File: config.mk
export PLATFORM = sky130hd
export DESIGN_NAME = seq_shift_add_multiplier
export DESIGN_NICKNAME = d
export VERILOG_FILES = /design/src/rtl/seq_shift_add_multiplier.sv
export SDC_FILE = /design/constraint.sdc
export NUM_CORES = 1
export LEC_CHECK = 0
export CAP_MARGIN = 10
export CORE_AREA = 2 2 60 62
export CTS_CLUSTER_DIAMETER = 120
export DETAILED_ROUTE_END_ITERATION = 6
export DIE_AREA = 0 0 62 64
export HOLD_SLACK_MARGIN = 0.1
export PLACE_DENSITY = 0.83
export SLEW_MARGIN = 25
export SYNTH_ARGS = -nofsm -noshare
export SYNTH_HDL_FRONTEND = slang
export SYNTH_SLANG_ARGS = --single-unit
export TNS_END_PERCENT = 1
File: constraint.sdc
create_clock -name clk -period 2.5 [get_ports clk]
set_input_delay 0.25 -clock clk [delete_from_list [all_inputs] [get_ports clk]]
set_output_delay 0.25 -clock clk [all_outputs]
set_load 0.005 [all_outputs]
File: src/rtl/seq_shift_add_multiplier.sv
`timescale 1ns/1ps
// -----------------------------------------------------------------------------
// seq_shift_add_multiplier
// Multi-cycle unsigned shift-and-add multiplier. After an operand pair is
// accepted, each BUSY cycle adds STEP bits' worth of partial product into a
// 2*WIDTH accumulator. This takes ITER = WIDTH/STEP cycles. The product is then
// held in DONE until the consumer takes it.
//
// Ports:
//   clk        rising-edge clock
//   rst_n      asynchronous active-low reset
//   in_valid   operands A, B valid
//   in_ready   block can accept operands (IDLE)
//   A, B       multiplicand / multiplier, unsigned, WIDTH bits
//   out_valid  P holds a completed product (DONE)
//   out_ready  consumer accepts P
//   P          unsigned product A*B, 2*WIDTH bits
//   busy       high while iterating (BUSY)
// -----------------------------------------------------------------------------
module seq_shift_add_multiplier #(
    parameter int WIDTH = 4,
    parameter int STEP  = 1
) (
    input  logic                 clk,
    input  logic                 rst_n,
    input  logic                 in_valid,
    output logic                 in_ready,
    input  logic [WIDTH-1:0]     A,
    input  logic [WIDTH-1:0]     B,
    output logic                 out_valid,
    input  logic                 out_ready,
    output logic [2*WIDTH-1:0]   P,
    output logic                 busy
);

    localparam int ITER  = WIDTH / STEP;
    localparam int CNT_W = (ITER > 1) ? $clog2(ITER) : 1;
    localparam int PW    = 2 * WIDTH;

    generate
        if (WIDTH < 2 || WIDTH > 32) begin : g_bad_width
            $error("seq_shift_add_multiplier: WIDTH must be in 2..32");
        end
        if (STEP < 1 || (WIDTH % STEP) != 0) begin : g_bad_step
            $error("seq_shift_add_multiplier: WIDTH must be a multiple of STEP");
        end
    endgenerate

    typedef enum logic [1:0] {
        S_IDLE = 2'd0,
        S_BUSY = 2'd1,
        S_DONE = 2'd2
    } state_t;

    state_t            state_reg, state_next;
    logic [PW-1:0]     mcand_reg;
    logic [PW-1:0]     acc_reg;
    logic [PW-1:0]     p_reg;
    logic [WIDTH-1:0]  mplier_reg;
    logic [CNT_W-1:0]  cnt_reg;
    logic              in_ready_reg, out_valid_reg, busy_reg;

    logic [PW-1:0]     term [STEP];
    logic [PW-1:0]     pp;
    logic [PW-1:0]     acc_sum;
    logic              last_iter;

    // One shifted copy of the multiplicand per retired multiplier bit. The
    // multiplicand register is pre-shifted each cycle, so bit gi of the
    // current multiplier slice only needs a further shift by gi.
    generate
        for (genvar gi = 0; gi < STEP; gi++) begin : g_term
            assign term[gi] = mplier_reg[gi] ? (mcand_reg << gi) : '0;
        end
    endgenerate

    always_comb begin
        pp = '0;
        for (int i = 0; i < STEP; i++) begin
            pp = pp + term[i];
        end
    end

    // The running sum never exceeds the final product, which fits in PW bits.
    assign acc_sum   = acc_reg + pp;
    assign last_iter = (cnt_reg == CNT_W'(ITER - 1));

    // State register. The handshake flags are registered copies of the
    // next-state decode, so they change cleanly with the state.
    always_ff @(posedge clk or negedge rst_n) begin
        if (!rst_n) begin
            state_reg     <= S_IDLE;
            in_ready_reg  <= 1'b1;
            out_valid_reg <= 1'b0;
            busy_reg      <= 1'b0;
        end else begin
            state_reg     <= state_next;
            in_ready_reg  <= (state_next == S_IDLE);
            out_valid_reg <= (state_next == S_DONE);
            busy_reg      <= (state_next == S_BUSY);
        end
    end

    always_comb begin
        state_next = state_reg;
        case (state_reg)
            S_IDLE:  if (in_valid)  state_next = S_BUSY;
            S_BUSY:  if (last_iter) state_next = S_DONE;
            S_DONE:  if (out_ready) state_next = S_IDLE;
            default: state_next = S_IDLE;
        endcase
    end

    // Datapath
    always_ff @(posedge clk or negedge rst_n) begin
        if (!rst_n) begin
            mcand_reg  <= '0;
            mplier_reg <= '0;
            acc_reg    <= '0;
            cnt_reg    <= '0;
            p_reg      <= '0;
        end else begin
            case (state_reg)
                S_IDLE: begin
                    if (in_valid) begin
                        mcand_reg  <= PW'(A);
                        mplier_reg <= B;
                        acc_reg    <= '0;
                        cnt_reg    <= '0;
                    end
                end
                S_BUSY: begin
                    acc_reg    <= acc_sum;
                    mcand_reg  <= mcand_reg << STEP;
                    mplier_reg <= mplier_reg >> STEP;
                    cnt_reg    <= cnt_reg + CNT_W'(1);
                    if (last_iter) begin
                        p_reg <= acc_sum;
                    end
                end
                default: ;
            endcase
        end
    end

    assign in_ready  = in_ready_reg;
    assign out_valid = out_valid_reg;
    assign busy      = busy_reg;
    assign P         = p_reg;

endmodule

==> results.json <==
{
  "syn-cell-area_um2": 1700,
  "worst_ep_required_time_ns": 2.76,
  "worstSetupPathType": "flop to flop",
  "start_util_pct": 51.9,
  "timing.critical_path.mode_cell": "sky130_fd_sc_hd__o21a_1",
  "clkSlewWorstSetupHoldPaths_ns": 0.11,
  "maximum_clock_skew_at_final_layout_ns": 0.0102,
  "cts.repair.resized": 0,
  "mostFrequentLayoutCells": "sky130_fd_sc_hd__dfrtp_1, sky130_fd_sc_hd__nand2_1, sky130_fd_sc_hd__clkdlybuf4s50_1",
  "dominant_delay_contributor_by_cell_family_on_the_critical_path": "compound AO/OA/AOI/OAI gates",
  "crit_chain": "and2_1 -> ha_1 -> inv_1 -> fa_1 -> nor2b_4 -> o31a_1 -> o21a_1 -> o21a_1 -> o31ai_1",
  "maxCapViolCount": 0,
  "setup_total_negative_slack_ns": 0,
  "port_buffers": 22,
  "clockBufferDepth": 2,
  "final_core_utilization_pct": 62.3,
  "htree_num_levels": 2,
  "worst_slew_margin_rel_pct": 64.8,
  "cp-startpoint": "mplier_reg[0]$_DFFE_PN0P_",
  "flow.area_growth_from_synthesis_pct": 20.0,
  "post_dp_area_um2": 1980,
  "drt_iter0_markers": 42,
  "total_leakage_power_nw": 0.921,
  "crit_path_capture_type": "flop",
  "clk_sinks": 35,
  "most_frequent_standard_cell_in_the_layout_excluding_fill_and_tap_cells": "sky130_fd_sc_hd__dfrtp_1",
  "floorplan.die_area_um2": 3970,
  "antenna_left": 0,
  "worst-path-stages": 9,
  "post_route_cells_drive_above_1_share_pct": 9.04,
  "num_vias": 1276,
  "cts_root_buffer": "sky130_fd_sc_hd__clkbuf_4",
  "design.core.area_um2": 3280,
  "vias_per_cell": 5.45,
  "pwr-share-clk_pct": 14.9,
  "cts_tree": "done",
  "finalSetupViolCount": 0,
  "critical_path_at_ns": 2.45,
  "final.setup.worst_slack_ns": 0.304,
  "power_frac_comb_pct": 44.6,
  "finalMaxSlewViolations": 0,
  "timing.critical_path.slowest_stage_cell": "sky130_fd_sc_hd__dfrtp_1",
  "fin_nets": 208,
  "finalInstanceArea_um2": 2050,
  "synth_cell_type_count": 32,
  "top_level_ports": 23,
  "cts-buffers-inserted": 5,
  "syn_avg_cell_area_um2": 10.5,
  "hold_class": "primary input to asynchronous set/reset pin",
  "insertedDiodeCount": 0,
  "via_count_of_the_first_global_routing_pass": 1363,
  "timing.rr.start": "mplier_reg[0]$_DFFE_PN0P_",
  "seq_area_frac_synth_pct": 51.5,
  "critical-path-max-stage-delay_ns": 0.46,
  "vdd_ir_drop_max_mv": 0.572,
  "post_cts_hold_buffer_count": 0,
  "clock_latency_ns": 0.34,
  "power.net_switching_mw": 0.892,
  "final-hold-violation-count": 0,
  "cell_internal_power_dissipation_mw": 1.49,
  "grt_first_pass_wirelength_mm": 6.23,
  "cp_bufs_invs": 1,
  "rsz_0062_raised_after_global_routing": "no",
  "antenna_found_initial": 0,
  "gr-total-overflow": 0,
  "post_cts_buffers": 0,
  "grt_start_max_net_pins": 36,
  "achievable-frequency_mhz": 455,
  "finalCriticalPeriod_ns": 2.20,
  "routed_wirelength_mm": 3.45,
  "drt_pass1_iterations": 4,
  "worstMarginPinSlew_ns": 0.527,
  "synth-seq-cells": 35,
  "critical_path.max_fanout": 9,
  "drcViolationCount": 0,
  "syn_inst": 162,
  "post_drt_wl_per_cell_um": 14.7,
  "fin_cells": 234,
  "number_of_placed_cells_counting_well_taps": 226,
  "reg2reg_depth": 9,
  "floorplan.rows": 21,
  "netSwitchingFraction_pct": 37.5,
  "routabilityCongestion": 0.943,
  "die_width_um": 62,
  "power.share.sequential_pct": 40.5,
  "place_worst_setup_slack_ns": 0.342,
  "final.period_utilization_pct": 87.8,
  "status": "finished clean",
  "dpl.hpwl_mm": 2.40,
  "net_count_synth": 183,
  "startpoint_type": "flop",
  "floorplan.die.height_um": 64,
  "power_density_nw_per_um2": 1160,
  "synth.yosys.warnings": 0,
  "grt.total_usage_pct": 21.2
}
==> worst register-to-register path: cells and delay by family, from the launching register on <==
kind,cells,cell delay [ns]
AOI/OAI and AO/OA,4,0.87
buffers and inverters,1,0.09
DFF,1,0.46
and+or+nand+nor,2,0.24
adders and majority gates,2,0.48
==> power by group through the flow <==
stage          clock network [mW]  logic (mW)  registers, mW
2_1_floorplan                   0       0.734          0.918
3_3_place_gp                    0        1.02          0.951
3_5_place_dp                    0        1.06          0.971
4_1_cts                     0.357        1.06          0.961
5_1_grt                     0.393        1.20          0.991
6_report                    0.354        1.06          0.963
==> through the flow <==
stage | power [mW] | hold WS (ns)
finish | 2.38 | 0.311
global route | 2.58 | 0.343
CTS | 2.38 | 0.325
detailed placement | 2.03 | 0.474
global placement | 1.97 | 0.460
floorplan | 1.65 | -0.0456
==> cell families after synthesis <==
logic type	Yosys count	share of synthesized area [%]
AO/OA/AOI/OAI	53	20.1
XOR/XNOR	4	2.06
adder cells (fa/ha/maj)	9	7.05
buffers and inverters	14	3.38
flip-flops	35	51.5
multiplexers	9	5.51
AND/OR/NAND/NOR	38	10.4
==> layout make-up <==
cell class                      count  area (µm²)
Clock buffer                        8        68.8
Fill cell                         275        1240
Inverter                            6        22.5
Multi-Input combinational cell    113         769
Sequential cell                    35         877
Tap cell                           46        57.6
Timing Repair Buffer               26         250
==> Yosys cell counts (all sizes together) <==
cell type / number / area (µm²)
inv: 6 / 22.5
dfrtp: 34 / 851
a21o: 1 / 7.51
xnor2: 3 / 26.3
o21ai: 20 / 104
a211oi: 1 / 7.51
buf: 4 / 20.0
o21bai: 1 / 7.51
nor2b: 2 / 20.0
fa: 1 / 20.0
dfstp: 1 / 26.3
nand2b: 2 / 12.5
o31a: 1 / 8.76
a22o: 8 / 70.1
and2: 6 / 37.5
o211ai: 3 / 22.5
a32o: 1 / 10.0
mux2i: 6 / 60.1
mux2: 3 / 33.8
nor3: 2 / 10.0
a21oi: 9 / 45.0
nand2: 23 / 86.3
clkbuf: 4 / 15.0
o2bb2ai: 1 / 8.76
ha: 8 / 100
o22ai: 1 / 6.26
xor2: 1 / 8.76
o31ai: 2 / 15.0
o21a: 4 / 30.0
nor2: 3 / 11.3
==> path summary, 6_finish.rpt <==
kind,endpoint,slack [ns]
setup / recovery,acc_reg[6]$_DFFE_PN0P_,0.30
hold / removal,mplier_reg[2]$_DFFE_PN0P_,0.31
setup reg to reg,acc_reg[6]$_DFFE_PN0P_,0.30
hold reg to reg,P[7]$_DFFE_PN0P_,0.49
max in group asynchronous,in_ready$_DFF_PN1_,1.85
min in group clk,P[7]$_DFFE_PN0P_,0.49
==> layer usage <==
metal	vias up	track usage [%]	part of all wire, %
li1	617	-	-
met1	626	28.7	47
met2	28	32.7	48
met3	5	5.26	3.7
met4	0	6.91	1.3
met5	-	0	0
Power figures use the tool's default switching activity.
